==> src/rtl/add_mul_mix_pkg.sv <==
`default_nettype none
// ============================================================================
// Module   : add_mul_mix_pkg
// Purpose  : Shared widths and the round-robin pick helper for the
//            add-multiply arbiter and its combinational core.
// Contents : OPND_W, SUM_W, PROD_W, RES_W datapath widths
//            MAX_REQ / IDX_W  upper bound on requester count and index width
//            rr_pick()        first valid index at or after ptr, wrapping
// Revision : 1.0  initial release
// ============================================================================
package add_mul_mix_pkg;

    localparam int OPND_W  = 4;   // each operand a/b/c/d
    localparam int SUM_W   = 5;   // a+b or c+d without loss
    localparam int PROD_W  = 10;  // full (a+b)*(c+d)
    localparam int RES_W   = 8;   // delivered result, product mod 256

    localparam int MAX_REQ = 16;  // largest supported requester count
    localparam int IDX_W   = 4;   // index width able to address MAX_REQ

    // Round-robin pick: search from ptr upward, wrapping modulo num, and
    // return the first index whose valid bit is set. Returns 0 when nothing
    // is valid; callers must qualify the result with |valid.
    function automatic logic [IDX_W-1:0] rr_pick(
        input logic [MAX_REQ-1:0] valid,
        input logic [IDX_W-1:0]   ptr,
        input int unsigned        num
    );
        logic        found;
        int unsigned pos;
        rr_pick = '0;
        found   = 1'b0;
        for (int unsigned k = 0; k < MAX_REQ; k++) begin
            pos = (32'(ptr) + k) % num;
            if (!found && (k < num) && valid[pos[IDX_W-1:0]]) begin
                found   = 1'b1;
                rr_pick = pos[IDX_W-1:0];
            end
        end
    endfunction

endpackage : add_mul_mix_pkg
`default_nettype wire

==> src/rtl/add_mul_mix_core.sv <==
`default_nettype none
// ============================================================================
// Module   : add_mul_mix_core
// Purpose  : Purely combinational add-multiply datapath,
//            product = (a + b) * (c + d), kept at full 10-bit width.
//            Drop-in equivalent of the gate-level 4-bit datapath netlist.
// Ports    : a, b, c, d  in  OPND_W  unsigned operands
//            product     out PROD_W  full-width unsigned product
// Revision : 1.0  initial release
// ============================================================================
module add_mul_mix_core
    import add_mul_mix_pkg::*;
(
    input  logic [OPND_W-1:0] a,
    input  logic [OPND_W-1:0] b,
    input  logic [OPND_W-1:0] c,
    input  logic [OPND_W-1:0] d,
    output logic [PROD_W-1:0] product
);

    logic [SUM_W-1:0] w_sum_ab;
    logic [SUM_W-1:0] w_sum_cd;

    // Zero-extend before adding so the carry out lands in the sum MSB.
    assign w_sum_ab = {1'b0, a} + {1'b0, b};
    assign w_sum_cd = {1'b0, c} + {1'b0, d};

    // 5x5 unsigned product fits exactly in 10 bits (max 30*30 = 900).
    assign product  = {{(PROD_W-SUM_W){1'b0}}, w_sum_ab}
                    * {{(PROD_W-SUM_W){1'b0}}, w_sum_cd};

endmodule : add_mul_mix_core
`default_nettype wire

==> src/rtl/add_mul_mix_arbiter.sv <==
`default_nettype none
// ============================================================================
// Module   : add_mul_mix_arbiter
// Purpose  : Round-robin arbiter sharing one add-multiply core between
//            NUM_REQ requesters. The winner's result is captured in a
//            single-entry register tagged with the requester ID and offered
//            downstream under valid/ready.
// Ports    : clk, rst               clock, synchronous active-high reset
//            req_valid/req_ready    per-requester handshake (ready one-hot/0)
//            req_a/b/c/d            packed operands, requester i at [4i+3:4i]
//            res_valid/res_ready    result handshake
//            res_data               (a+b)*(c+d) mod 256
//            res_id                 index of the producing requester
//            res_ovf                (only with ADD_MUL_MIX_ARB_OVF_EN) set when
//                                   product[9:8] != 0
// Config   : `define ADD_MUL_MIX_ARB_OVF_EN adds the res_ovf output.
// Revision : 1.0  initial release
// ============================================================================
module add_mul_mix_arbiter
    import add_mul_mix_pkg::*;
#(
    parameter int NUM_REQ = 4,
    localparam int ID_W   = $clog2(NUM_REQ)
) (
    input  logic                     clk,
    input  logic                     rst,
    input  logic [NUM_REQ-1:0]       req_valid,
    output logic [NUM_REQ-1:0]       req_ready,
    input  logic [OPND_W*NUM_REQ-1:0] req_a,
    input  logic [OPND_W*NUM_REQ-1:0] req_b,
    input  logic [OPND_W*NUM_REQ-1:0] req_c,
    input  logic [OPND_W*NUM_REQ-1:0] req_d,
    output logic                     res_valid,
    input  logic                     res_ready,
    output logic [RES_W-1:0]         res_data,
    output logic [ID_W-1:0]          res_id
`ifdef ADD_MUL_MIX_ARB_OVF_EN
    ,
    output logic                     res_ovf
`endif
);

    // ------------------------------------------------------------------
    // State: the result register and the round-robin pointer
    // ------------------------------------------------------------------
    logic              r_res_valid;
    logic [RES_W-1:0]  r_res_data;
    logic [ID_W-1:0]   r_res_id;
    logic [ID_W-1:0]   r_rr_ptr;
`ifdef ADD_MUL_MIX_ARB_OVF_EN
    logic              r_res_ovf;
`endif

    // ------------------------------------------------------------------
    // Arbitration
    // ------------------------------------------------------------------
    logic [MAX_REQ-1:0] w_valid_ext;
    logic [IDX_W-1:0]   w_pick;
    logic [ID_W-1:0]    w_win;
    logic               w_any;
    logic               w_slot_free;
    logic               w_accept;
    logic [ID_W-1:0]    w_ptr_next;

    // Widen the valid vector to the helper's fixed width; unused upper
    // bits stay zero so they can never be picked.
    always_comb begin
        w_valid_ext = '0;
        for (int i = 0; i < NUM_REQ; i++) begin
            w_valid_ext[i] = req_valid[i];
        end
    end

    assign w_pick      = rr_pick(w_valid_ext, IDX_W'(r_rr_ptr), NUM_REQ);
    assign w_win       = ID_W'(w_pick);
    assign w_any       = |req_valid;

    // The single register can take a new result when it is empty or is
    // being drained this same cycle, which gives back-to-back throughput.
    assign w_slot_free = !r_res_valid || res_ready;

    // Reset gates acceptance so req_ready reads 0 throughout reset.
    assign w_accept    = w_any && w_slot_free && !rst;

    assign w_ptr_next  = (w_win == ID_W'(NUM_REQ - 1)) ? '0 : w_win + 1'b1;

    generate
        for (genvar gi = 0; gi < NUM_REQ; gi++) begin : g_ready
            assign req_ready[gi] = w_accept && (w_win == ID_W'(gi));
        end
    endgenerate

    // ------------------------------------------------------------------
    // Operand select and shared datapath
    // ------------------------------------------------------------------
    logic [OPND_W-1:0] w_a;
    logic [OPND_W-1:0] w_b;
    logic [OPND_W-1:0] w_c;
    logic [OPND_W-1:0] w_d;
    logic [PROD_W-1:0] w_product;

    always_comb begin
        w_a = '0;
        w_b = '0;
        w_c = '0;
        w_d = '0;
        for (int i = 0; i < NUM_REQ; i++) begin
            if (w_win == ID_W'(i)) begin
                w_a = req_a[OPND_W*i +: OPND_W];
                w_b = req_b[OPND_W*i +: OPND_W];
                w_c = req_c[OPND_W*i +: OPND_W];
                w_d = req_d[OPND_W*i +: OPND_W];
            end
        end
    end

    add_mul_mix_core u_core (
        .a       (w_a),
        .b       (w_b),
        .c       (w_c),
        .d       (w_d),
        .product (w_product)
    );

    // ------------------------------------------------------------------
    // Result register and pointer update
    // ------------------------------------------------------------------
    always_ff @(posedge clk) begin
        if (rst) begin
            r_res_valid <= 1'b0;
            r_res_data  <= '0;
            r_res_id    <= '0;
            r_rr_ptr    <= '0;
        end else if (w_accept) begin
            // Replaces any result drained this cycle: no bubble.
            r_res_valid <= 1'b1;
            r_res_data  <= RES_W'(w_product);
            r_res_id    <= w_win;
            r_rr_ptr    <= w_ptr_next;
        end else if (res_ready) begin
            r_res_valid <= 1'b0;
        end
    end

`ifdef ADD_MUL_MIX_ARB_OVF_EN
    // Truncation flag travels with the data and is held the same way.
    always_ff @(posedge clk) begin
        if (rst) begin
            r_res_ovf <= 1'b0;
        end else if (w_accept) begin
            r_res_ovf <= |w_product[PROD_W-1:RES_W];
        end
    end

    assign res_ovf = r_res_ovf;
`endif

    assign res_valid = r_res_valid;
    assign res_data  = r_res_data;
    assign res_id    = r_res_id;

endmodule : add_mul_mix_arbiter
`default_nettype wire

==> config.mk <==
export PLATFORM = sky130hd
export DESIGN_NAME = add_mul_mix_arbiter
export DESIGN_NICKNAME = d
export VERILOG_FILES = /design/src/rtl/add_mul_mix_pkg.sv /design/src/rtl/add_mul_mix_core.sv /design/src/rtl/add_mul_mix_arbiter.sv
export SDC_FILE = /design/constraint.sdc
export NUM_CORES = 1
export LEC_CHECK = 0
export BUFFER_PORTS_ARGS = -buffer_cell sky130_fd_sc_hd__buf_2
export CAP_MARGIN = 30
export CORE_MARGIN = 8
export CORE_UTILIZATION = 36
export DETAILED_ROUTE_END_ITERATION = 10
export SLEW_MARGIN = 30
export SYNTH_ARGS = -nofsm -noshare
export SYNTH_HDL_FRONTEND = slang
export SYNTH_SLANG_ARGS = --single-unit
==> constraint.sdc <==
create_clock -name clk -period 13.21 [get_ports clk]
set_input_delay 0.6605 -clock clk [delete_from_list [all_inputs] [get_ports clk]]
set_output_delay 0.6605 -clock clk [all_outputs]
set_load 0.05 [all_outputs]
# After elaboration in Yosys (flattened, before gate mapping)
# Cells that the tools add are included.
# op_classes
eq_ne	3
add_sub_neg	6
n_mul	1
muxes	34
n_reduce_logical	18
magnitude_cmp	4
# op_table
cell	n
4-bit 2-to-1 mux	16
2-bit by 5-bit < comparator with 1-bit output, second input constant	4
4-bit by 4-bit adder with 5-bit output	2
2-bit 2-to-1 mux	5
1-bit logical AND	9
1-bit 2-to-1 mux	9
1-bit binary-select mux with 2-bit select	4
5-bit by 5-bit multiplier with 8-bit output	1
1-bit logical NOT	5
2-bit by 1-bit adder with 2-bit output, second input constant	2
2-bit adder, second input constant	2
2-bit == test, second input constant	2
4-bit OR reduction	1
2-bit by 1-bit == test with 1-bit output, second input constant	1
2-bit logical NOT	1
2-bit nonzero test	1
1-bit logical OR	1
# word_totals
out_inout_bits	15
regBits	13
input_bits	71

# Logic depth before layout (Yosys ltp)
# Gate-level depths: netlist (run 1).
# logic_depth
depth_word	19
depth_mapped	30
ltp_nobuf	29

# Hierarchy
# From an unflattened synthesis (run 1), not the netlist that was laid out.
# unflattened
hier_cells	266
hier_area_um2	2190.9
# modules_own_cells
mod	n_inst	cells_each	seq_area_each_um2	area_each_um2
add_mul_mix_arbiter	1	150	260.2	1167.4
add_mul_mix_core	1	116	0.0	1023.5

# Least setup slack after synthesis (run 1)
# No wires, ideal clock.
# synth_path
kind	input to register
startpoint	input port req_valid[0]
endpoint	register r_res_data[7] (netlist: res_data[7])
t_required_ps	13091
cell_stages	27
path_buffers	1
arrival_ps	6082
setup_time_ps	119
slack_ps	7009
path_cell_list	inv_1 > nor2_1 > a21oi_1 > o221ai_1 > inv_1 > ha_1 > clkbuf_1 > nor2_1 > a21oi_1 > nor2_1 > a21oi_1 > o21ai_0 > ha_1 > a211oi_2 > nor3b_2 > or3_2 > fa_1 > fa_1 > fa_1 > inv_1 > ha_1 > o21ai_1 > o21bai_1 > a21oi_4 > xor2_2 > xnor2_1 > o21ai_1
# synth_via
elab_chain_len	19
# synth_lines
item	line	text
from (decl)	add_mul_mix_arbiter.sv:27	input logic [NUM_REQ-1:0] req_valid,
1-bit binary-select mux with 2-bit select	add_mul_mix_pkg.sv:35	if (!found && (k < num) && valid[pos[IDX_W-1:0]]) begin
1-bit 2-to-1 mux (not written as such)	add_mul_mix_pkg.sv:35	
1-bit 2-to-1 mux	add_mul_mix_pkg.sv:35	
1-bit logical NOT	add_mul_mix_pkg.sv:35	
1-bit logical AND	add_mul_mix_pkg.sv:35	
1-bit 2-to-1 mux	add_mul_mix_pkg.sv:35	
1-bit logical NOT	add_mul_mix_pkg.sv:35	
1-bit logical AND	add_mul_mix_pkg.sv:35	
1-bit 2-to-1 mux	add_mul_mix_pkg.sv:35	
1-bit logical NOT	add_mul_mix_pkg.sv:35	
1-bit logical AND	add_mul_mix_pkg.sv:35	
2-bit 2-to-1 mux *	add_mul_mix_pkg.sv:35	
via w_pick[0]	add_mul_mix_arbiter.sv:58	logic [IDX_W-1:0] w_pick;
2-bit logical NOT	add_mul_mix_arbiter.sv:108	if (w_win == ID_W'(i)) begin
4-bit 2-to-1 mux (4 in series)	add_mul_mix_arbiter.sv:108	
4-bit by 4-bit adder with 5-bit output, on equally long branches	add_mul_mix_core.sv:25, add_mul_mix_core.sv:26	
5-bit by 5-bit multiplier with 8-bit output *	add_mul_mix_core.sv:30	* {{(PROD_W-SUM_W){1'b0}}, w_sum_cd};
to (signal assigned)	add_mul_mix_arbiter.sv:137	r_res_data <= RES_W'(w_product);
to (decl)	add_mul_mix_arbiter.sv:47	logic [RES_W-1:0] r_res_data;
# The timed path passes the listed nets; every way through them passes the cells marked *. The select of a mux whose other input is x is not followed.
# A chain may end at the register's enable or synchronous reset.

# Final worst setup path (run 1)
# layout_path
startpoint	input port req_valid[0]
endpoint	register r_res_data[7] (netlist: res_data[7])
# layout_via
elab_chain_len	19
# layout_lines
item	line
1-bit binary-select mux with 2-bit select	add_mul_mix_pkg.sv:35
1-bit 2-to-1 mux (not written as such)	add_mul_mix_pkg.sv:35
1-bit 2-to-1 mux	add_mul_mix_pkg.sv:35
1-bit logical NOT	add_mul_mix_pkg.sv:35
1-bit logical AND	add_mul_mix_pkg.sv:35
1-bit 2-to-1 mux	add_mul_mix_pkg.sv:35
1-bit logical NOT	add_mul_mix_pkg.sv:35
1-bit logical AND	add_mul_mix_pkg.sv:35
1-bit 2-to-1 mux	add_mul_mix_pkg.sv:35
1-bit logical NOT	add_mul_mix_pkg.sv:35
1-bit logical AND	add_mul_mix_pkg.sv:35
2-bit 2-to-1 mux	add_mul_mix_pkg.sv:35
2-bit logical NOT	add_mul_mix_arbiter.sv:108
4-bit 2-to-1 mux (4 in series)	add_mul_mix_arbiter.sv:108
4-bit by 4-bit adder with 5-bit output, on equally long branches	add_mul_mix_core.sv:25, add_mul_mix_core.sv:26
5-bit by 5-bit multiplier with 8-bit output	add_mul_mix_core.sv:30
# Several ways; a longest one is shown, not always the timed one. The select of a mux whose other input is x is not followed.

==> results of run 1 <==
[area by class of cell]
class / count / area, um^2 / area share
clock buffer: 4 / 45.04 / 0.01730
inverter: 20 / 75.07 / 0.02883
multi-input combinational: 253 / 1697 / 0.6516
sequential: 13 / 260.3 / 0.09995
tap: 75 / 93.84 / 0.03604
timing repair buffer: 86 / 432.9 / 0.1663
[layer usage]
layer | vias up | GRT usage | wire [um]
li1 | 1168 | - | -
met1 | 931 | 0.1525 | 2402
met2 | 46 | 0.2604 | 2848
met3 | 11 | 0.02508 | 285
met4 | 0 | 0.04430 | 125
met5 | - | 0 | 0
[cell usage after synthesis (all sizes together), types with 10 or more instances]
library cell  instances  area [um^2]
nand2                47        176.4
a21oi                41        216.5
nor2                 41        153.9
ha                   25        312.8
o21ai                23        115.1
inv                  20        75.07
dfxtp                13        260.3
and2                 11        68.82
clkbuf               11        41.29
fa                   10        200.2
nand3b               10        75.07
[report_power, final]
part / switching [uW] / internal, uW / total, uW
Clock: 13.6 / 21.3 / 34.9
Sequential: 4.63 / 50.1 / 54.8
Combinational: 357 / 255 / 612
[placed cells by master (no fill, tap or decap), types with 10 or more instances in the layout]
master | Yosys | final
buf_2 | 4 | 85
nor2_1 | 41 | 41
and2_1 | 11 | 11
ha_1 | 25 | 24
nand2_1 | 47 | 47
fa_1 | 10 | 10
a21oi_1 | 40 | 40
dfxtp_1 | 13 | 13
o21ai_0 | 18 | 18
nand3b_1 | 10 | 10
inv_1 | 20 | 20
[flip-flops by register name, indices dropped and copies added, names as in the netlist]
signal	count
res_id	2
res_valid	1
res_data	8
r_rr_ptr	2
[stage by stage]
stage,setup WS [ns],std cells
4_1_cts,6.444,451
3_3_place_gp,6.345,447
2_1_floorplan,7.009,302
6_report,6.693,451
3_5_place_dp,6.199,447
5_1_grt,6.124,451
[worst max-delay path: stages]
cell and delay [ns]:
buf_2 0.11, inv_1 0.05, nor2_1 0.13, a21oi_1 0.06, o221ai_1 0.33, ha_1 0.59, nand2_1 0.11, nor2_1 0.10
a21oi_1 0.05, nor2_1 0.11, a21oi_1 0.05, o21ai_0 0.34, ha_1 0.31, a211oi_2 0.27, nor3b_2 0.12, or3_2 0.47
fa_1 0.50, fa_1 0.52, fa_1 0.54, inv_1 0.04, ha_1 0.34, o21ai_1 0.18, o21bai_1 0.12, a21oi_4 0.18
xor2_2 0.14, xnor2_1 0.14, o21ai_1 0.07
[cells by family (layout without fill, tap and decap cells)]
family                     after synthesis  count (layout)
AOI/OAI and AO/OA                       83              83
adders and majority gates               35              35
xor gates and xnor gates                 9               9
DFF                                     13              13
and+or+nand+nor                        126             126
buffers and inverters                   36             110
[worst max path at each step]
stage / end / slack, ns / cells after the start
floorplan: res_data[7]$_SDFFE_PP0P_ / 7.01 / 27
global placement: res_data[7]$_SDFFE_PP0P_ / 6.34 / 27
detailed placement: res_data[7]$_SDFFE_PP0P_ / 6.20 / 27
CTS: res_data[7]$_SDFFE_PP0P_ / 6.44 / 27
global route: res_data[7]$_SDFFE_PP0P_ / 6.12 / 27
finish: res_data[7]$_SDFFE_PP0P_ / 6.69 / 27
==> run summary, run 1 <==
The clock transition at the registers of the reported paths came out at 0.05 ns. The area fraction in compound gates after synthesis is 0.2338. The final clock period utilization by the worst path came out at 0.4933.

The minimum clock period after layout came out at 6.517 ns. In this run the worst hold path is classified as flop to flop. The worst hold path was traced through 2 stages. The worst register-to-register path ends at res_data[7]$_SDFFE_PP0P_.

Clock skew on the completed layout was measured at 0.003127 ns. The share of the core filled with cells in the final layout came out at 0.4504. The worst setup path is captured at a flop. The area share of xor/xnor cells in the synthesized design came out at 0.04114. After routing the design area is 2604 um^2.

After synthesis the netlist holds a flip-flop and latch count of 13. STA classifies the critical path startpoint as an input port. The total grt overflow is 0.

The number of warnings reported in the yosys synthesis log came out at 0. The portion of synthesized area spent on multiplexers is 0. The worst endpoint data arrival time is 6.63 ns. The layout net count is 483. The largest net degree at the start of global routing is 34. Counting the buffers created by CTS gives 3. The number of cells traversed by the worst register-to-register path came out at 26.

The final count of hold timing violations came out at 0. The power density over the cells is 269.5 nW/um^2. The clock reaches the later pin of the worst-skew pair after 0.24 ns.

Of all nets on the critical path, the largest fanout is 17. The sequential element share of the synthesized area is 0.1240. The half-perimeter wire length of the detailed placement result is 4821 um.

The cell area reported after detailed placement is 2556 um^2. The worst hold margin is 0.4528 ns. After floorplanning, the core was divided into 28 placement rows.

The DRC violations left is 0. The synthesized netlist net count is 408. The start point of the worst hold path is res_data[0]$_SDFFE_PP0P_.

Setup violations remaining at the end of the flow were counted as 0. The number of gates resized after CTS was 0. For this run, the total global-route usage over all layers was measured as 0.1385. The number of antenna violations at the first check in global routing is 0. The average instance area after synthesis is 6.948 um^2. In this run the number of H-tree levels came out at 1.

The origin of the critical flop-to-flop path is r_rr_ptr[1]$_SDFFE_PP0P_. After synthesis, the largest family of logic cells by area is simple AND/OR/NAND/NOR gates. The area added between synthesis and finish is 24.09%. The run finished with clean final reports. TritonCTS built the clock tree. The tree is rooted in a clkbuf_8.

The number of flops mapped to enable cells by yosys came out at 0. The cell area after technology mapping is 2098 um^2. The relative max-transition margin is 0.4192. The number of hold buffers added after cts is 0. Of the total synthesized cell area, the portion taken by AND, OR, NAND and NOR gates is 0.2880. The overall routed net length is 5661 um. The maximum buffer depth of the clock tree is 2.

The via density per instance came out at 4.780. The critical path in this run is classified as input port to flop. The overall power of the completed layout came out at 701.7 uW. The die height is 92.35 um. The area of the placeable core came out at 5781 um^2.

The most instantiated flip-flop cell in the synthesis netlist is dfxtp_1. The count of maximum capacitance violations came out at 0. The clock drives 13 sinks. The proportion of layout cells with a drive suffix above 1 came out at 0.2713. The share of async-settable or async-resettable flops after synthesis came out at 0. The number of setup buffers added after CTS came out at 0. STA puts the critical path data required time at 13.33 ns.

The unique cell type count in the Yosys netlist is 39. The total inserted antenna cells came out at 0. The path with the worst hold slack has its endpoint at res_data[0]$_SDFFE_PP0P_. The first-pass GRT wire length is 10,030 um. 86 I/O pins were placed. The starting density of the core came out at 0.3630. The max-slew violation total from the final report came out at 0.

The number of global-route vias before repair came out at 2,247. The measured slew at the worst slew-check pin came out at 0.8712 ns. The fill cell total of the finished layout came out at 617. After detailed routing, the average wire length per cell comes to 12.55 um. After the first detailed-routing iteration, the DRC count stood at 40. The count of buffers inserted at the top-level ports is 85. The die is 92.35 um wide. The worst register-to-register path has a setup slack of 6.88 ns. The maximum resistive drop on vdd is 126.3 uV.

The last weighted congestion value of the routability-driven placer is 0.8960. The final setup TNS is 0 ns. Setup repair after global routing left no endpoint under its margin. The most critical setup path has its startpoint at req_valid[0].

The reported leakage power is 0.001323 uW. The first-pass iteration count of the detailed router came out at 4. The adder and majority cell fraction of the synthesized area came out at 0.2445.

The via count is 2,156. The synthesized instance count came out at 302. The total die area came out at 8528 um^2.

Static timing analysis puts the maximum clock frequency at 153.5 MHz. Once detail routing completed, the nets flagged for antenna violations numbered 0.
No activity file was read; power rests on OpenSTA's default activity.
==> run 2, diff against run 1 <==
Settings changed: PLACE_DENSITY set to 0.65.
Clock period 13.21 ns to 5.64 ns, I/O delays scaled along.
==> run 2 against run 1 <==
- clock power increased by 130%
- final cell count increased by 8.4%
- sequential share of layout area decreased by 1.4 points
- via count increased by 9.7%
- sequential power increased by 140%
- core utilization increased by 8.1 points
==> run summary, run 2 (synthesized netlist as in run 1, its figures left out) <==
The run finished with clean final reports. In this run the worst path has a maximum fanout of 22. The first-pass GRT wire length came out at 10,200 um. The worst hold path terminates at res_valid$_SDFFE_PP0P_. The floorplan step defined a die boundary enclosing 8528 um^2.

The total setup violations reported at the end of the flow is 0. Leaving out fill and tap cells, the most frequent cells in the layout are buf_2 (85), nand2_1 (46), nor2_1 (39). In this run the critical register-to-register path is launched from r_rr_ptr[0]$_SDFFE_PP0P_.

In this run the horizontal extent of the chip is 92.35 um. The final count of hold timing violations is 0. The CTS buffer count is 3. The library cell used most frequently in the layout, excluding fill and tap cells, is buf_2. Counting I/O delays and the setup requirement, the final critical path takes 5.444 ns. The starting density of the core came out at 0.3630.

The area of the placeable core is 5781 um^2. The type of the worst setup path is flop to flop. The overall power of the completed layout is 2141 uW. The maximum buffer depth of the clock tree is 2. The TritonCTS sink count is 13. The maximum resistive drop on vdd came out at 351.2 uV. The total inserted antenna cells came out at 0. Of the total power, combinational logic draws 0.902. The count of buffers inserted at the top-level ports is 85. The cell row count is 28. The area added between synthesis and finish came out at 46.51%. The layout net count came out at 521. The max-slew violation total from the final report is 0.

The die height came out at 92.35 um. The number of global-route vias before repair is 2,408. The start point of the worst hold path is res_ready. In this run the power spent charging and discharging nets is 1049 uW. The relative max-transition margin came out at 0.6917. STA classifies the critical path endpoint as a flop. Setup repair after global routing could not meet its margin everywhere. The proportion of layout cells with a drive suffix above 1 is 0.3865.

The tightest min-delay check is of the input port to flop type. The largest net degree at the start of global routing is 26. The worst hold path was traced through 4 stages.

The clock transition at the registers of the reported paths is 0.05 ns. The later pin in the worst-skew pair is clocked with a latency of 0.24 ns. The maximum level of the CTS H-tree came out at 1.

Dividing total power by cell area gives a power density of 696.6 nW/um^2. The DRC marker count from the first detailed-route iteration came out at 118. The half-perimeter wire length of the detailed placement result is 4979 um. The count of maximum capacitance violations is 0. For this run, design rule violations remaining after detail routing come to 0. Dividing the detail-routed via count by the number of cells gives 4.836. The final worst clock skew came out at 0.004412 ns. The share of total power dissipated in sequential elements is 0.060. The reported leakage power is 0.001549 uW. The register with the most flip-flops in the layout has 8 of them. The last weighted congestion value of the routability-driven placer came out at 0.8739. The via count is 2,365. The switching part of the total power is 0.4896. STA classifies the critical path startpoint as a flop. STA puts the critical path data required time at 5.75 ns. The end of the worst register-to-register path is res_data[7]$_SDFFE_PP0P_.

Setup slack on the worst reg-to-reg path comes out at 0.20 ns. The clock network power share came out at 0.038. The maximum achievable frequency is 183.7 MHz.

The routed wirelength normalized by instance count came out at 12.73 um. TritonCTS built the clock tree. The number of antenna violations at the first check in global routing came out at 0. The root buffer cell chosen for the clock tree is clkbuf_8.

The total grt overflow is 0. The total routing usage reported by global routing came out at 0.1400. The internal power is 1093 uW. The worst endpoint data arrival time is 5.55 ns. At the pin with the least slew margin, the transition time is 0.4625 ns. The first-pass iteration count of the detailed router came out at 4. The residual antenna-violating net count after detailed routing came out at 0. The final clock period utilization by the worst path came out at 0.9652. During I/O placement, the number of pins put on the boundary was 86.

The final setup TNS came out at 0 ns. The overall routed net length came out at 6226 um. The number of cells traversed by the worst register-to-register path is 25.
## run 2: layout make-up
cell class / count / area, um^2
fill: 583 / 2706
multi-input combinational: 253 / 1808
timing repair buffer: 124 / 789.5
sequential: 13 / 262.8
tap: 75 / 93.84
inverter: 20 / 75.07
clock buffer: 4 / 45.04
## run 2: layer usage
metal	part of all wire	vias to the layer above	GRT usage	wire length (um)
met2	0.54	36	0.2753	3341
met1	0.42	1081	0.1504	2584
met4	0.0093	0	0.04430	58
met3	0.039	6	0.01537	242
li1	-	1242	-	-
met5	0	-	0	0
## run 2: how the worst max path moves through the flow
stage,startpoint,to,slack [ns],cells after the start
final,r_rr_ptr[0]$_SDFFE_PP0P_,res_data[7]$_SDFFE_PP0P_,0.20,25
after global routing,r_rr_ptr[1]$_SDFFE_PP0P_,res_data[7]$_SDFFE_PP0P_,-0.07,28
after detailed placement,req_valid[0],res_data[7]$_SDFFE_PP0P_,-0.21,26
after floorplan,r_rr_ptr[1]$_SDFFE_PP0P_,res_data[7]$_SDFFE_PP0P_,0.01,28
after global placement,req_valid[0],res_data[7]$_SDFFE_PP0P_,-0.08,27
after CTS,r_rr_ptr[0]$_SDFFE_PP0P_,res_data[7]$_SDFFE_PP0P_,0.008,26
## run 2: timing repair
action | CTS | global route
cloned | 0 | 1
gates resized for setup | 6 | 25
setup buffers | 4 | 8
pin swaps | 5 | 29
setup endpoints to repair | 2 | 4
hold buffers | 0 | 0
## run 2: through the flow
| step | util | cell area, um^2 | hold WS, ns | std cells | worst slack [ns] |
|---|---|---|---|---|---|
| 6_report | 0.5318 | 3074 | 0.3823 | 489 | 0.1964 |
| 5_1_grt | 0.5318 | 3074 | 0.4081 | 489 | -0.06753 |
| 4_1_cts | 0.4991 | 2885 | 0.3737 | 480 | 0.008114 |
| 3_5_place_dp | 0.4823 | 2788 | 0.4430 | 472 | -0.2127 |
| 3_3_place_gp | 0.4823 | 2788 | 0.4404 | 472 | -0.07735 |
| 2_1_floorplan | - | 2126 | 0.4572 | 302 | 0.01454 |
## run 2: power by group through the flow
stage | Sequential (uW) | Combinational [uW] | Clock, uW
detailed placement | 130 | 1630 | 0
finish | 129 | 1930 | 80.8
global route | 132 | 2180 | 89.5
floorplan | 194 | 1100 | 0
CTS | 128 | 1690 | 84.2
global placement | 130 | 1590 | 0
## run 2: worst max-delay path: stages, from the launching register on
cell and delay [ns]:
dfxtp_2 0.37, nor2_2 0.05, a21oi_1 0.16, o221ai_2 0.15, buf_4 0.17, ha_1 0.23, buf_12 0.16, buf_4 0.17
nor2_1 0.10, a21oi_1 0.05, o21ai_0 0.17, ha_2 0.23, a211oi_2 0.08, o21ba_2 0.24, or3_4 0.39, fa_1 0.56
fa_1 0.45, fa_1 0.54, inv_2 0.05, ha_4 0.24, o21ai_2 0.17, o21bai_2 0.11, a21oi_4 0.14, xor2_2 0.15
xnor2_1 0.12, o21ai_1 0.07
==> run 3, diff against run 2 <==
Settings changed: PLACE_DENSITY 0.65 to 0.66.
==> run 3 against run 2 <==
- sequential share of layout area up 0.19 points
- global-route usage down 0.92 points
- largest cell class unchanged
- combinational power down 6%
- critical path depth up 1
- highest routed layer unchanged
- total power down 5.5%
==> run summary, run 3 (synthesized netlist as in run 1, its figures left out) <==
The flow ran to the end, and the final reports show no timing, DRC or antenna violations. The net count of the finished layout is 523. For this design the ratio of total power to cell area is 666.6 nW/um^2. For this configuration, the core starts out at a cell density of 0.3630. The first global-routing pass estimated 9563 um of wire. The count of maximum capacitance violations is 0. The worst setup path is captured at a flop.

The final worst clock skew came out at 0.0003912 ns. The minimum clock period after layout is 5.449 ns. The final route contains 2,412 vias.

The longest clock path from root to sink contains 2 buffers. The cell area reported after detailed placement is 2805 um^2. The number of I/O pins is 86.

The share of the core filled with cells in the final layout is 0.5253. The maximum achievable frequency came out at 183.5 MHz. The total inserted antenna cells came out at 0.

The count of buffers inserted at the top-level ports is 85. The relative max-transition margin came out at 0.6982. The routed wirelength normalized by instance count is 12.59 um.

For this run, the number of standard cells in the final layout without fillers is 491. The cell row count is 28. For the worst setup path, the data arrival time is 5.56 ns. The overall power of the completed layout is 2024 uW. After the first detailed-routing iteration, the DRC count stood at 66.

The number of global-route vias before repair is 2,288. For hold timing, the worst endpoint is res_valid$_SDFFE_PP0P_. The share of total power dissipated in sequential elements is 0.064. The measured slew at the worst slew-check pin is 0.4526 ns. The horizontal extent of the die came out at 92.35 um. The congestion estimate from routability-driven global placement came to 0.9114. The path class of the tightest hold or removal check is input port to flop.

The clock latency on the worst-skew pair came out at 0.24 ns. After global routing the overflow that remains totals 0. After detailed placement, the design holds a cell count of 476.

The endpoint identified for the worst register-to-register timing path is res_data[7]$_SDFFE_PP0P_. The floorplan step set the die height to 92.35 um. The kind of cell adding the most delay to the critical path is adder cells. The half-perimeter wire length of the detailed placement result is 4985 um. The CTS buffer count is 3. The top cell types in the final layout, fill and taps aside, are buf_2 (86), nand2_1 (47), nor2_1 (40). Once detail routing completed, the nets flagged for antenna violations numbered 0. The max-slew violation total from the final report came to 0. The worst setup path is of the flop to flop kind. In this run the worst path has a maximum fanout of 5. The maximum resistive drop on vdd came out at 330.8 uV. The number of antenna violations at the first check in global routing is 0. Measured in cells, the most critical reg-to-reg path has a length of 26. The core region is 5781 um^2. In the global route stage, overall resource usage came out at 0.1308.

The final count of hold timing violations came out at 0. The final clock period utilization by the worst path is 0.9662. The root buffer cell chosen for the clock tree is clkbuf_8.

The net load switching power came out at 994.4 uW. Of the cells placed in the final design, the portion with a size suffix greater than 1 is 0.3846. The reported leakage power is 0.001539 uW.

The design area is 3037 um^2. The flip-flop count of the largest register after layout came out at 8. The first-pass iteration count of the detailed router is 4. The internal power is 1030 uW. The die covers 8528 um^2. The start point of the worst hold path is res_ready. The buffers plus inverters on the worst setup path came out at 5. The maximum level of the CTS H-tree is 1. The switching part of the total power came out at 0.4912. For this run, the slowest stage of the critical path takes 0.54 ns. For this design, the sink count on the clock tree is 13. TritonCTS built the clock tree. STA classifies the critical path startpoint as a flop. Among all stages on the critical path, the largest delay is contributed by fa_1. The clock transition at the registers of the reported paths came out at 0.05 ns. In this run the critical register-to-register path is launched from r_rr_ptr[0]$_SDFFE_PP0P_. The register-to-register path setup slack is 0.19 ns. The clock network power share is 0.040. The DRC violations left is 0. The overall routed net length came out at 6180 um. The total setup violations reported at the end of the flow is 0. Leaving out fill and tap cells, the most frequent cell in the layout is buf_2. The via density per instance came out at 4.912. From synthesis to final layout, the design area changed by 44.72%.

The instance count along the most critical hold path came out at 4. The data required time at the worst endpoint is 5.75 ns. The proportion of power drawn by combinational gates is 0.896.

The largest net degree at the start of global routing came out at 30.
==> run 3: cell type report <==
| type | instances | area (um^2) |
|---|---|---|
| sequential | 13 | 265.3 |
| tap | 75 | 93.84 |
| clock buffer | 4 | 45.04 |
| multi-input combinational | 253 | 1803 |
| inverter | 20 | 75.07 |
| timing repair buffer | 126 | 754.5 |
| fill | 576 | 2744 |
==> run 3: through the flow <==
step                hold WS [ns]  setup WS (ns)  TNS (ns)
floorplan                 0.4572        0.01454         0
global placement          0.4381       -0.02474  -0.02474
detailed placement        0.4491        -0.1195   -0.1210
CTS                       0.3687        0.01345         0
global route              0.4008       -0.07925  -0.07925
finish                    0.3755         0.1906         0
==> run 3: worst max path at each step <==
| stage | from | to | slack (ns) | cells past startpoint |
|---|---|---|---|---|
| 2_1_floorplan | r_rr_ptr[1]$_SDFFE_PP0P_ | res_data[7]$_SDFFE_PP0P_ | 0.01 | 28 |
| 3_5_place_dp | req_valid[0] | res_data[7]$_SDFFE_PP0P_ | -0.12 | 27 |
| 5_1_grt | r_rr_ptr[0]$_SDFFE_PP0P_ | res_data[7]$_SDFFE_PP0P_ | -0.08 | 26 |
| 4_1_cts | r_rr_ptr[0]$_SDFFE_PP0P_ | res_data[7]$_SDFFE_PP0P_ | 0.01 | 25 |
| 3_3_place_gp | req_valid[0] | res_data[7]$_SDFFE_PP0P_ | -0.02 | 27 |
| 6_report | r_rr_ptr[0]$_SDFFE_PP0P_ | res_data[7]$_SDFFE_PP0P_ | 0.19 | 26 |
==> run 3: power by group through the flow <==
stage          combinational (uW)  clock, uW  sequential [uW]
6_report                     1810       81.5              130
5_1_grt                      2060       86.9              132
4_1_cts                      1610       83.0              128
3_5_place_dp                 1590          0              130
3_3_place_gp                 1570          0              129
2_1_floorplan                1100          0              194
==> run 3: worst min-delay path, cell delays in order <==
cell     delay [ns]
buf_2          0.07
nor2b_1        0.06
nor2b_1        0.11
nor2_1         0.04
==> run 3: routing by layer <==
metal	global-route usage	part of all wire
met5	0	0
met4	0.04161	0.015
met3	0.01699	0.043
met2	0.2646	0.56
met1	0.1329	0.39
==> run 3: what timing repair did <==
item | 4_1_cts | 5_1_grt
cloned | 0 | 1
buffers inserted | 0 | 10
pin swaps | 1 | 24
endpoints found under the setup margin | 1 | 4
resized for setup | 1 | 25
hold endpoints to repair | 0 | 0
hold buffers | 0 | 0
